$ cat src/rtl/hazard_stall_unit_pkg.sv
// Shared pipeline definitions for the hazard/stall unit.
// Holds the default register-address width, the FSM state encoding, the NOP
// instruction word loaded on flush/bubble, and the control-bundle constants
// the top module drives onto the pipeline register enables.
package hazard_stall_unit_pkg;

  localparam int PIPE_REG_W = 5;

  typedef enum logic [1:0] {
    RUN       = 2'd0,
    BR_STALL2 = 2'd1,
    MEM_WAIT  = 2'd2
  } hsu_state_e;

  // Instruction word the IF/ID and ID/EX registers load on flush or bubble.
  localparam logic [31:0] NOP_INSTR = 32'h0000_0000;

  // Pipeline-register control bundle.
  typedef struct packed {
    logic pc_write;
    logic ifid_write;
    logic ifid_flush;
    logic idex_bubble;
    logic pipe_hold;
  } hsu_ctrl_t;

  localparam hsu_ctrl_t CTRL_RUN    = 5'b11000; // everything advances
  localparam hsu_ctrl_t CTRL_STALL  = 5'b00010; // hold PC/IF-ID, bubble into ID/EX
  localparam hsu_ctrl_t CTRL_FREEZE = 5'b00001; // whole pipe frozen, no bubble
  localparam hsu_ctrl_t CTRL_RESET  = 5'b00010; // state presented while rst_n=0

endpackage

$ cat src/rtl/hazard_stall_unit_sat_counter.sv
// Saturating up-counter with synchronous clear.
// Ports: clk, rst_n (async active-low), clr (sync clear, wins over en),
//        en (count enable), count (W-bit value, sticks at all-ones).
module sat_counter #(
  parameter int W = 16
) (
  input  logic         clk,
  input  logic         rst_n,
  input  logic         clr,
  input  logic         en,
  output logic [W-1:0] count
);

  always_ff @(posedge clk or negedge rst_n) begin
    if (!rst_n) begin
      count <= '0;
    end else if (clr) begin
      count <= '0;
    end else if (en && (count != '1)) begin
      count <= count + 1'b1;
    end
  end

endmodule

$ cat src/rtl/hazard_stall_unit.sv
// Hazard/stall unit: resolves the hazards forwarding cannot (load-use,
// load/ALU result needed by a branch in ID, data-memory wait) and flushes
// IF/ID on a taken branch.
// Ports:
//   clk, rst_n                      clock, async active-low reset
//   ID_rs, ID_rt, ID_uses_rt,       source operands of the ID instruction
//   ID_branch                       ID instruction compares rs/rt
//   IE_memread, IE_writeback,       ID/EX instruction: load / writes reg /
//   IE_registertowrite              destination register
//   mem_req, mem_ready              data-memory handshake in EX/MEM
//   branch_taken                    branch resolved taken in ID
//   pc_write, IFID_write,           load enables
//   IFID_flush, IDEX_bubble,        NOP insertion controls
//   pipe_hold                       freeze ID/EX, EX/MEM, MEM/WB
//   stall_count                     saturating count of pc_write=0 cycles
//   mem_timeout                     sticky: memory wait exceeded MAX_WAIT
module hazard_stall_unit
  import hazard_stall_unit_pkg::*;
#(
  parameter int REG_W    = PIPE_REG_W,
  parameter int CNT_W    = 16,
  parameter int MAX_WAIT = 255
) (
  input  logic             clk,
  input  logic             rst_n,
  input  logic [REG_W-1:0] ID_rs,
  input  logic [REG_W-1:0] ID_rt,
  input  logic             ID_uses_rt,
  input  logic             ID_branch,
  input  logic             IE_memread,
  input  logic             IE_writeback,
  input  logic [REG_W-1:0] IE_registertowrite,
  input  logic             mem_req,
  input  logic             mem_ready,
  input  logic             branch_taken,
  output logic             pc_write,
  output logic             IFID_write,
  output logic             IFID_flush,
  output logic             IDEX_bubble,
  output logic             pipe_hold,
  output logic [CNT_W-1:0] stall_count,
  output logic             mem_timeout
);

  localparam logic [CNT_W-1:0] WAIT_LIM = CNT_W'(MAX_WAIT - 1);

  hsu_state_e state, state_nx;
  hsu_state_e ret_state, ret_nx;  // where MEM_WAIT resumes (keeps an owed bubble)
  hsu_ctrl_t  ctrl;

  logic             hit_rs, hit_rt, lu, br, mem_stall;
  logic             wait_en, wait_clr;
  logic [CNT_W-1:0] wait_cnt;

  assign hit_rs    = (IE_registertowrite != '0) && (IE_registertowrite == ID_rs);
  assign hit_rt    = (ID_uses_rt || ID_branch) && (IE_registertowrite != '0) &&
                     (IE_registertowrite == ID_rt);
  assign lu        = IE_memread && (hit_rs || hit_rt);
  assign br        = ID_branch && IE_writeback && (hit_rs || hit_rt);
  assign mem_stall = mem_req && !mem_ready;

  always_comb begin
    ctrl     = CTRL_RUN;
    state_nx = state;
    ret_nx   = ret_state;
    unique case (state)
      RUN: begin
        if (mem_stall) begin
          ctrl     = CTRL_FREEZE;
          state_nx = MEM_WAIT;
          ret_nx   = RUN;
        end else if (lu || br) begin
          ctrl = CTRL_STALL;
          // load feeding a branch compare needs a second bubble
          if (ID_branch && IE_memread) state_nx = BR_STALL2;
        end else begin
          ctrl            = CTRL_RUN;
          ctrl.ifid_flush = branch_taken;
        end
      end
      BR_STALL2: begin
        if (mem_stall) begin
          ctrl     = CTRL_FREEZE;
          state_nx = MEM_WAIT;
          ret_nx   = BR_STALL2;
        end else begin
          ctrl     = CTRL_STALL;
          state_nx = RUN;
        end
      end
      MEM_WAIT: begin
        ctrl = CTRL_FREEZE;
        if (mem_ready) state_nx = ret_state;
      end
      default: begin
        ctrl     = CTRL_STALL;
        state_nx = RUN;
        ret_nx   = RUN;
      end
    endcase
    // outputs are combinational from state, so reset must override them directly
    if (!rst_n) ctrl = CTRL_RESET;
  end

  always_ff @(posedge clk or negedge rst_n) begin
    if (!rst_n) begin
      state     <= RUN;
      ret_state <= RUN;
    end else begin
      state     <= state_nx;
      ret_state <= ret_nx;
    end
  end

  assign pc_write    = ctrl.pc_write;
  assign IFID_write  = ctrl.ifid_write;
  assign IFID_flush  = ctrl.ifid_flush;
  assign IDEX_bubble = ctrl.idex_bubble;
  assign pipe_hold   = ctrl.pipe_hold;

  sat_counter #(.W(CNT_W)) u_stall_cnt (
    .clk   (clk),
    .rst_n (rst_n),
    .clr   (1'b0),
    .en    (!ctrl.pc_write),
    .count (stall_count)
  );

  assign wait_en  = (state == MEM_WAIT) && !mem_ready;
  assign wait_clr = (state == MEM_WAIT) && mem_ready;

  sat_counter #(.W(CNT_W)) u_wait_cnt (
    .clk   (clk),
    .rst_n (rst_n),
    .clr   (wait_clr),
    .en    (wait_en),
    .count (wait_cnt)
  );

  // Set on the same edge at which wait_cnt reaches MAX_WAIT.
  always_ff @(posedge clk or negedge rst_n) begin
    if (!rst_n) begin
      mem_timeout <= 1'b0;
    end else if (wait_en && (wait_cnt >= WAIT_LIM)) begin
      mem_timeout <= 1'b1;
    end
  end

endmodule

$ cat config.mk
export PLATFORM = sky130hd
export DESIGN_NAME = hazard_stall_unit
export DESIGN_NICKNAME = d
export VERILOG_FILES = /design/src/rtl/hazard_stall_unit_pkg.sv /design/src/rtl/hazard_stall_unit_sat_counter.sv /design/src/rtl/hazard_stall_unit.sv
export SDC_FILE = /design/constraint.sdc
export NUM_CORES = 1
export LEC_CHECK = 0
export CAP_MARGIN = 20
export CORE_ASPECT_RATIO = 2
export CORE_MARGIN = 4
export CORE_UTILIZATION = 35
export CTS_CLUSTER_SIZE = 20
export DETAILED_ROUTE_END_ITERATION = 8
export HOLD_SLACK_MARGIN = 0.02
export MAX_ROUTING_LAYER = met4
export PLACE_DENSITY = 0.63
export SETUP_SLACK_MARGIN = 0.4
export SYNTH_ARGS = -nofsm -noshare
export SYNTH_HDL_FRONTEND = slang
export SYNTH_SLANG_ARGS = --single-unit
export TNS_END_PERCENT = 50
$ cat constraint.sdc
create_clock -name clk -period 2.1 [get_ports clk]
set_clock_uncertainty 0.05 [all_clocks]
set_input_delay 0.21 -clock clk [delete_from_list [all_inputs] [get_ports clk]]
set_output_delay 0.21 -clock clk [all_outputs]
set_load 0.02 [all_outputs]
# Word level (Yosys, flattened, before mapping)
# Index checks and enable logic that the tools add are counted.
# totals
ram_bits	0
n_memories	0
input_bits	24
reg_bits	37
latchBits	0
mem_bits_ro	0
# op_classes
shifts	0
n_bitwise	1
n_lt_le_gt_ge	1
n_reduce_logical	23
add_sub_neg	2
mux	16
n_eq_ne	11
div_mod_pow	0
mul	0
# op_table
cell	n
$add A16 B1 Y16 const B	2
$mux W16	2
$ne A16 B16 Y1 const B	2
$ge A16 B8 Y1 const B	1
$mux W2	8
$mux W5	3
$pmux W5 S3	1
$logic_and A1 B1 Y1	13
$pmux W2 S3	2
$eq A5 B5 Y1	2
$ne A2 B2 Y1 const B	3
$ne A3 B3 Y1 const B	2
$reduce_and A3 Y1	2
$reduce_bool A5 Y1	1
$logic_or A1 B1 Y1	3
$eq A2 B1 Y1 const B	1
$eq A2 B2 Y1 const B	1
$logic_not A1 Y1	2
$logic_not A2 Y1	1
$reduce_bool A2 Y1	1
$not A1 Y1	1

# Logic depth before layout (Yosys ltp)
# Gate-level depths: netlist of the first run.
# depth
ltp_word	12
ltp_mapped	8

# Modules after synthesis
# From an unflattened synthesis of the first run, not the netlist that was laid out.
# hier_totals
cells_unflattened	247
area_unflattened_um2	2297.2
# modules_own_cells
mod	cells_each	seq_area_each_um2	area_each_um2	n_inst
sat_counter	98	400.4	942.2	2
hazard_stall_unit	51	100.1	412.9	1

# Least setup slack after synthesis of the first run
# No wires, ideal clock.
# synth_timing
kind	flip-flop to flip-flop
start	register u_stall_cnt.count[0]
end	register u_stall_cnt.count[1]
slack_ns	0.094
t_arrival_ns	1.829
setup_ns	0.128
stages_incl_launch_ff	8
cell_sequence	dfrtp_1 -> ha_1 -> nand4_1 -> nor3_1 -> a32oi_1 -> o21ai_2 -> buf_6 -> mux2_1
# synth_between
elab_chain_cells	2
word_cells_on_any_way	3
cone_classes	1 x add/sub; 1 x eq/ne; 1 x reduce/logical
# synth_rtl
item	line_no	rtl
start: declaration	hazard_stall_unit_sat_counter.sv:11	output logic [W-1:0] count
start signal: assignment	hazard_stall_unit_sat_counter.sv:20	count <= count + 1'b1;
branches (longest 2 deep; another with $add A16 B1 Y16)	--	
# Several ways; the timed one is not identified.
# A chain may end at the register's enable or synchronous reset.

# Final worst setup path of the first run
# layout_timing
start	input IE_registertowrite[1]
end	output IFID_flush
# layout_between
elab_chain_cells	10
word_cells_on_any_way	14
cone_classes	2 x eq/ne; 4 x mux; 8 x reduce/logical
# layout_rtl
item	line_no	rtl
start: declaration	hazard_stall_unit.sv:32	input logic [REG_W-1:0] IE_registertowrite,
$reduce_bool A5 Y1	hazard_stall_unit.sv:55, hazard_stall_unit.sv:56	
$logic_and A1 B1 Y1 (2 in series)	hazard_stall_unit.sv:56	assign hit_rt = (ID_uses_rt || ID_branch) && (IE_registertowrite != '0) &&
$logic_or A1 B1 Y1 *	hazard_stall_unit.sv:58, hazard_stall_unit.sv:59	
$logic_and A1 B1 Y1 (on tied branches)	hazard_stall_unit.sv:58, hazard_stall_unit.sv:59	
$logic_or A1 B1 Y1 *	hazard_stall_unit.sv:72	end else if (lu || br) begin
$mux W5 *	hazard_stall_unit.sv:72	
$mux W5 *	hazard_stall_unit.sv:68	if (mem_stall) begin
$pmux W5 S3 *	hazard_stall_unit.sv:66	unique case (state)
$mux W5 *	hazard_stall_unit.sv:102	if (!rst_n) ctrl = CTRL_RESET;
end: declaration	hazard_stall_unit.sv:38	output logic IFID_flush,
# Mark *: on every way between the ends. The rest lies on a longest branch, timed or not.

==> impl_metrics.yaml, run 1 <==
power:
  leakage_nw: 1.37
  comb_power_share_pct: 41.0
  power_density_nw_per_um2: 825
  p_int_mw: 1.66
  power_frac_clock_pct: 20.0
  p_switching_mw: 0.922
  p_total_mw: 2.59
  seq_power_share_pct: 38.9
  ir_drop_mv: 0.996
  switching_share_pct: 35.7
finish:
  n_antenna_cell: 0
  postLayoutCellArea_um2: 3130
  syn2layout_area_growth_pct: 58.2
  utilization_pct: 57.3
  nets: 328
  drive_above_1_share_pct: 36.1
yosys:
  yosysSeqAreaShare_pct: 45.5
  synth_ff_type: "dfrtp_1"
  yosysMostFrequentCell: "dfrtp_1"
  syn_inst: 210
  netlist_area_um2: 1980
  syn_avg_cell_area_um2: 9.43
  synthArstFlopShare_pct: 100
  syn-num-nets: 237
  ys_warn_count: 0
  synth.area.top_cells: "dfrtp_1 (45%), xnor2_1 (8.8%), xor2_1 (7.5%), nor2_1 (4.9%), nand3_1 (4.0%)"
  synth_top_cell_by_area: "dfrtp_1"
  synth_edf_count: 0
  synth-seq-cells: 36
  yosysTopAreaCellShare_pct: 45.5
  synth_cell_types: 38
  synth_top_cells_by_count: "dfrtp_1 (36), nor2_1 (26), xnor2_1 (20), xor2_1 (17), nand3_1 (16)"
detailed_routing:
  via_per_inst: 5.12
  vias: 1852
  drtIter0Drc: 40
  wirelength_mm: 5.47
  drc_errors: 0
  wl_per_cell_um: 15.1
  dr.pass1.iters: 4
  ant_nets: 0
worst_hold_path:
  hold_class: "in2reg"
die:
  rows: 38
  start_util_pct: 36.2
  dieHeight_um: 114
  die_w_um: 61.2
  core_um2: 5470
  num_io_pins: 46
  dieArea_um2: 7000
clock_tree:
  clk_path_buf_depth: 2
  cts_root_buffer: "clkbuf_8"
  cts_tree: "built"
  cts.reportedPaths.clkPinSlew_ns: 0.08
  numCtsBuffers: 5
  clkSinkCount: 36
  clkLatencyLatePin_ns: 0.29
  cts_max_level: 2
grt:
  grt_pass1_vias: 2026
  grt_pass1_wl_mm: 9.37
  overflow: 0
  antenna_found_initial: 0
  grt_max_degree: 21
  track_usage_pct: 17.9
critical_path:
  cp-start-kind: "input pin"
  crit_path_end_kind: "output pin"
  crit_required_ns: 1.84
  max_stage_delay_ns: 0.53
  reg2reg_slack_ns: 0.23
  cpMaxStageDelayCell: "or4_4"
  crit_chain: "buf_6 > or4_4 > o21ai_2 > and2b_2 > nor2_4 > and2_4 > buf_6"
  crit_arrival_ns: 1.64
  critPathKind: "in2out"
  worstPathMaxFanout: 3
  crit_family: "simple AND/OR/NAND/NOR gates"
  crit_top_cell: "buf_6"
  crit_buf_inv: 2
timing:
  tightest_slew_ns: 0.491
  hold_viol: 0
  fin_crit_sh_pct: 90.6
  max_freq_mhz: 526
  rsz0062_at_grt: "yes"
  slew_viol_final: 0
  max_slew_margin_pct: 67.2
  setup_ws_ns: 0.197
  setup_violations: 0
  period_minus_slack_ns: 1.90
place:
  numPortBuffers: 45
  hpwl_mm: 3.92
  gp_congestion: 0.812
  placed_area_um2: 2720
  dpl_worst_slack_ns: -0.608
job:
  drv_cap: 0
run_status:
  outcome: "completed"
path summary, 6_finish.rpt:
path	start	endpoint	cells after the start
worst max-delay path	IE_registertowrite[1]	IFID_flush	7
worst min-delay path	IE_memread	state[0]$_DFFE_PN0P_	4
worst max register to register	u_stall_cnt.count[11]$_DFFE_PN0P_	u_stall_cnt.count[6]$_DFFE_PN0P_	7
worst min register to register	mem_timeout$_DFFE_PN0P_	mem_timeout$_DFFE_PN0P_	1
max in group asynchronous	rst_n	u_wait_cnt.count[10]$_DFFE_PN0P_	3
min in group asynchronous	rst_n	ret_state[0]$_DFFE_PN0P_	2
layout by cell type, fill, tap and decap left out, types with 2 or more instances in the layout:
master / n
nor4_1: 2
nor2_1: 21
o2111ai_1: 2
ha_4: 2
o21ai_2: 3
buf_6: 8
nor2_4: 2
nand2_1: 14
o21ai_1: 2
nand3_2: 5
a21o_1: 2
nand3_1: 11
dlygate4sd3_1: 2
buf_2: 3
inv_2: 2
and3_1: 7
buf_12: 2
dfrtp_2: 4
clkdlybuf4s15_1: 2
clkdlybuf4s50_1: 22
nor4_4: 2
nor2_2: 3
and2_1: 2
nand2b_1: 2
nor3_1: 5
buf_4: 38
inv_1: 6
dlygate4sd2_1: 7
dfrtp_1: 32
xnor2_1: 19
xor2_1: 17
nor3_4: 2
nand4_1: 4
a21oi_1: 3
nor3_2: 7
clkbuf_8: 6
clkbuf_2: 3
power by group through the flow:
stage                     Combinational (mW)  Clock (mW)  Sequential, mW
after floorplan                        0.327           0            1.15
after global placement                 0.924           0            1.02
after detailed placement               0.937           0            1.02
after CTS                               1.02       0.539            1.01
after global routing                    1.15       0.580            1.03
final                                   1.06       0.518            1.01
state kept, by name (all words and copies together) (netlist names):
name and count:
u_stall_cnt.count 16, u_wait_cnt.count 16, state 2, mem_timeout 1, ret_state 1
stage by stage:
stage	TNS (ns)	cells	hold WS, ns
floorplan	0	210	-0.136
global placement	-4.08	334	0.0192
detailed placement	-4.32	334	0.0160
CTS	0	355	0.347
global route	0	362	0.324
finish	0	362	0.309
layer usage:
layer | GRT usage, % | wire length, um
met2 | 31.6 | 3210
met5 | - | 0
met1 | 19.7 | 2020
met4 | 4.92 | 112
met3 | 3.50 | 129
area by class of cell:
| class | count | area [um2] |
|---|---|---|
| clock inverter | 1 | 7.51 |
| timing repair buffer | 89 | 791 |
| tap | 60 | 75.1 |
| sequential | 36 | 906 |
| inverter | 8 | 30.0 |
| multi-input combinational | 161 | 1240 |
| fill | 487 | 2330 |
| clock buffer | 7 | 86.3 |
cell families (layout without fill, tap and decap cells):
group | after synthesis | in the layout | share of synthesized area, %
DFF | 36 | 36 | 45.5
xor gates and xnor gates | 37 | 37 | 16.4
muxes | 1 | 1 | 0.569
adders and majority gates | 3 | 3 | 1.90
AOI/OAI and AO/OA | 22 | 22 | 8.02
and+or+nand+nor | 98 | 98 | 24.3
buffers and inverters | 13 | 105 | 3.41
worst min-delay path, stage by stage:
cell and delay (ns):
dlymetal6s2s_1 0.14, buf_4 0.13, nand4_1 0.07, a21oi_1 0.06
repair_timing:
| action | CTS | global route |
|---|---|---|
| hold buffers | 2 | 0 |
| setup endpoints to repair | 37 | 39 |
| buffers inserted | 11 | 7 |
| pin swaps | 23 | 24 |
| endpoints found under the hold margin | 16 | 0 |
| resized for setup | 74 | 33 |
Note: power is estimated with default switching activity, not from simulation.
==> run 2, diff against run 1 <==
- CORE_UTILIZATION: 35 -> 50
- PLACE_DENSITY: 0.63 -> 0.84
==> impl_metrics.yaml, run 2 (synthesis gave the netlist of run 1 again) <==
run_status:
  outcome: "completed"
die:
  num_io_pins: 46
  dieHeight_um: 97.0
  start_util_pct: 51.5
  core_um2: 3840
  rows: 32
  die_w_um: 52.5
  dieArea_um2: 5090
timing:
  max_freq_mhz: 480
  setup_violations: 0
  hold_viol: 0
  tightest_slew_ns: 0.615
  max_slew_margin_pct: 58.9
  period_minus_slack_ns: 2.08
  slew_viol_final: 0
  rsz0062_at_grt: "yes"
  fin_crit_sh_pct: 99.3
finish:
  final_cell_mix: "buf_4 (34), dfrtp_1 (32), clkdlybuf4s50_1 (23)"
  drive_above_1_share_pct: 37.5
  syn2layout_area_growth_pct: 62.7
  n_antenna_cell: 0
  utilization_pct: 83.9
  nFillCells: 209
  layout_commonest_cell: "buf_4"
  nets: 325
  top_regs: "u_stall_cnt.count (16), u_wait_cnt.count (16), state (2)"
  fin_cells: 350
critical_path:
  crit_chain: "ha_4 > nand4_1 > nor3_4 > a32oi_2 > o21ai_4 > buf_4 > buf_16 > nand2b_1 > xnor2_1"
  crit_family: "flip-flops"
  cpMaxStageDelayCell: "dfrtp_2"
  cp-start-kind: "flip-flop"
  crit_arrival_ns: 2.26
  max_stage_delay_ns: 0.44
  crit_buf_inv: 2
  worstPathMaxFanout: 8
  crit_required_ns: 2.27
  crit_path_end_kind: "flip-flop"
  critPathKind: "reg2reg"
job:
  drv_cap: 0
detailed_routing:
  vias: 2103
  ant_nets: 0
  drc_errors: 0
  via_per_inst: 6.01
  wirelength_mm: 7.63
  dr.pass1.iters: 6
  drtIter0Drc: 82
  wl_per_cell_um: 21.8
grt:
  grt_pass1_wl_mm: 9.97
  overflow: 0
  antenna_found_initial: 0
  grt_pass1_vias: 2118
  grt_max_degree: 35
  track_usage_pct: 26.4
clock_tree:
  numCtsBuffers: 5
  cts_max_level: 2
  clk_path_buf_depth: 2
  cts_root_buffer: "clkbuf_8"
  clkLatencyLatePin_ns: 0.31
  clkSinkCount: 36
  cts.reportedPaths.clkPinSlew_ns: 0.09
  cts_tree: "built"
power:
  ir_drop_mv: 1.01
  leakage_nw: 1.42
  p_total_mw: 2.81
  power_density_nw_per_um2: 870
worst_hold_path:
  hold_class: "in2async"
place:
  hpwl_mm: 3.58
  placedCellCount: 318
  numPortBuffers: 45
  gp_congestion: 0.866
==> run 2: final timing paths <==
check / start / endpoint / slack [ns] / cells past startpoint
max: u_stall_cnt.count[1]$_DFFE_PN0P_ / u_stall_cnt.count[3]$_DFFE_PN0P_ / 0.02 / 9
min: rst_n / u_stall_cnt.count[15]$_DFFE_PN0P_ / 0.31 / 2
max reg2reg: u_stall_cnt.count[1]$_DFFE_PN0P_ / u_stall_cnt.count[3]$_DFFE_PN0P_ / 0.02 / 9
min reg2reg: mem_timeout$_DFFE_PN0P_ / mem_timeout$_DFFE_PN0P_ / 0.41 / 1
max in group asynchronous: rst_n / u_stall_cnt.count[11]$_DFFE_PN0P_ / 1.09 / 3
min in group clk: ID_branch / state[0]$_DFFE_PN0P_ / 0.37 / 3
==> run 2: power by group <==
part	internal, mW	total [mW]	switching (mW)	leakage [nW]
sequential	0.839	1.04	0.203	0.453
combinational	0.602	1.24	0.639	0.921
clock	0.235	0.522	0.287	0.0404
==> run 2: worst reg2reg max path: cells and delay by family, from the launching register on <==
family                   cells  cell delay, ns
buffers and inverters        2            0.32
flip-flops                   1            0.44
AO/OA/AOI/OAI                2            0.38
XOR/XNOR                     1            0.20
adder cells (fa/ha/maj)      1            0.17
AND/OR/NAND/NOR              3            0.43
==> run 2: layout make-up <==
| class | count | area [um2] | area share (%) |
|---|---|---|---|
| flip-flops and latches | 36 | 906 | 28.1 |
| inverters | 8 | 30.0 | 0.932 |
| clock inverters | 3 | 23.8 | 0.738 |
| well taps | 51 | 63.8 | 1.98 |
| multi-input cells | 161 | 1360 | 42.3 |
| repair buffers | 86 | 768 | 23.8 |
| clock buffers | 5 | 68.8 | 2.14 |
==> run 2: repair_timing <==
action	in CTS	in global routing
buffers inserted	15	6
setup endpoints to repair	37	40
pin swaps	33	20
endpoints found under the hold margin	2	0
resized for setup	83	37
cloned	1	0
hold buffers	2	0
==> run 2: metrics by stage <==
stage	setup WS, ns	hold WS, ns	cell area [um2]	setup TNS, ns
6_report	0.0156	0.310	3220	0
5_1_grt	-0.00649	0.306	3220	-0.00649
4_1_cts	0.202	0.277	3030	0
3_5_place_dp	-0.588	-0.00979	2660	-4.12
3_3_place_gp	-0.555	-0.0110	2660	-3.52
2_1_floorplan	0.312	-0.136	2040	0
==> run 2: per-layer routing <==
metal / GRT usage, % / wire [um] / vias up
li1: - / - / 896
met1: 28.0 / 2580 / 1057
met2: 46.0 / 4260 / 111
met3: 4.93 / 364 / 39
met4: 10.4 / 424 / 0
met5: - / 0 / -
==> run 3, diff against run 2 <==
- CORE_MARGIN: 4 -> 8
==> impl_metrics.yaml, run 3 (synthesis gave the netlist of run 1 again) <==
run_status:
  outcome: "completed"
critical_path:
  cp-endpoint: "u_stall_cnt.count[6]$_DFFE_PN0P_"
  worstPathMaxFanout: 15
  crit_arrival_ns: 2.21
  rr_startpoint: "u_wait_cnt.count[0]$_DFFE_PN0P_"
  reg2regPathDepth: 8
  crit_path_end_kind: "flip-flop"
  crit_start: "IE_memread"
  critPathKind: "in2reg"
  crit_required_ns: 2.23
  r2r_end: "u_wait_cnt.count[10]$_DFFE_PN0P_"
  reg2reg_slack_ns: 0.09
  cp-start-kind: "input pin"
detailed_routing:
  wirelength_mm: 6.86
  wl_per_cell_um: 19.4
  dr.pass1.iters: 4
  vias: 1986
  ant_nets: 0
  drtIter0Drc: 98
  via_per_inst: 5.63
  drc_errors: 0
timing:
  rsz0062_at_grt: "yes"
  hold_slack_ns: 0.351
  setup_tns_ns: 0
  tightest_slew_ns: 0.436
  max_freq_mhz: 482
  setup_violations: 0
  max_slew_margin_pct: 70.8
  slew_viol_final: 0
  fin_crit_sh_pct: 98.8
  hold_viol: 0
  period_minus_slack_ns: 2.07
grt:
  grt_max_degree: 33
  antenna_found_initial: 1
  grt_pass1_vias: 2133
  track_usage_pct: 20.7
  grt_pass1_wl_mm: 9.84
  overflow: 0
finish:
  syn2layout_area_growth_pct: 59.8
  nets: 327
  layout_commonest_cell: "buf_4"
  utilization_pct: 82.4
  drive_above_1_share_pct: 33.6
  fin_cells: 353
  top_regs: "u_stall_cnt.count (16), u_wait_cnt.count (16), state (2)"
  final_cell_mix: "buf_4 (37), dfrtp_1 (33), clkdlybuf4s50_1 (23)"
clock_tree:
  cts_root_buffer: "clkbuf_8"
  cts_tree: "built"
  cts_max_level: 2
  clkSinkCount: 36
  clk_path_buf_depth: 2
  clkLatencyLatePin_ns: 0.30
  cts.reportedPaths.clkPinSlew_ns: 0.08
  numCtsBuffers: 5
die:
  die_w_um: 60.5
  core_um2: 3840
  dieArea_um2: 6350
  rows: 32
  num_io_pins: 46
  start_util_pct: 51.5
  dieHeight_um: 105
job:
  drv_cap: 0
power:
  power_density_nw_per_um2: 869
  ir_drop_mv: 0.828
  p_total_mw: 2.75
  leakage_nw: 1.40
place:
  placedCellCount: 322
  numPortBuffers: 45
  gp_congestion: 0.861
  hpwl_mm: 4.02
worst_hold_path:
  hold_class: "in2async"
==> run 3: worst min path at each step <==
stage          start                        to  slack (ns)  cells after the start
6_report       rst_n  ret_state[0]$_DFFE_PN0P_        0.35                      2
5_1_grt        rst_n  ret_state[0]$_DFFE_PN0P_        0.36                      2
4_1_cts        rst_n  ret_state[0]$_DFFE_PN0P_        0.34                      2
3_5_place_dp   rst_n  ret_state[0]$_DFFE_PN0P_       0.008                      1
3_3_place_gp   rst_n  ret_state[0]$_DFFE_PN0P_       0.007                      1
2_1_floorplan  rst_n   mem_timeout$_DFFE_PN0P_       -0.14                      0
==> run 3: critical path, stage by stage <==
cell             delay [ns]
clkdlybuf4s50_1        0.51
a21o_1                 0.14
o21ai_2                0.08
buf_4                  0.15
buf_4                  0.13
a32oi_2                0.24
o21ai_2                0.12
buf_12                 0.17
or3_4                  0.33
xnor2_1                0.13
==> run 3: layout make-up <==
type / instances / area (um2)
Multi-Input combinational cell: 161 / 1240
Sequential cell: 36 / 905
Timing Repair Buffer: 88 / 808
Fill cell: 226 / 678
Clock buffer: 5 / 68.8
Tap cell: 51 / 63.8
Clock inverter: 3 / 42.5
Inverter: 8 / 30.0
Antenna cell: 1 / 2.50
==> run 3: layer usage <==
metal	vias to the layer above	track usage, %	part of all wire, %
met5	-	-	0
met4	0	11.8	6.1
met3	34	3.69	3.1
met2	79	37.2	56
met1	969	19.1	35
li1	904	-	-
==> run 3: timing repair <==
item                                    in CTS  in global routing
gates resized for setup                     65                 35
hold buffers                                 2                  0
hold endpoints to repair                     4                  0
endpoints found under the setup margin      37                 39
cloned                                       0                  1
buffers inserted                            10                  9
pin swaps                                   14                 27
==> run 3: report_power, final <==
group | switching, mW | internal (mW) | total, mW | leakage [nW]
Combinational | 0.551 | 0.571 | 1.12 | 0.889
Clock | 0.263 | 0.351 | 0.614 | 0.0541
Sequential | 0.178 | 0.838 | 1.02 | 0.454
Total | 0.992 | 1.76 | 2.75 | 1.40
==> run 3: through the flow <==
stage	cell area, um2	setup slack [ns]
global route	3170	0.0165
global placement	2690	-0.572
detailed placement	2690	-0.627
CTS	2910	0.143
finish	3170	0.0251
floorplan	2040	0.312
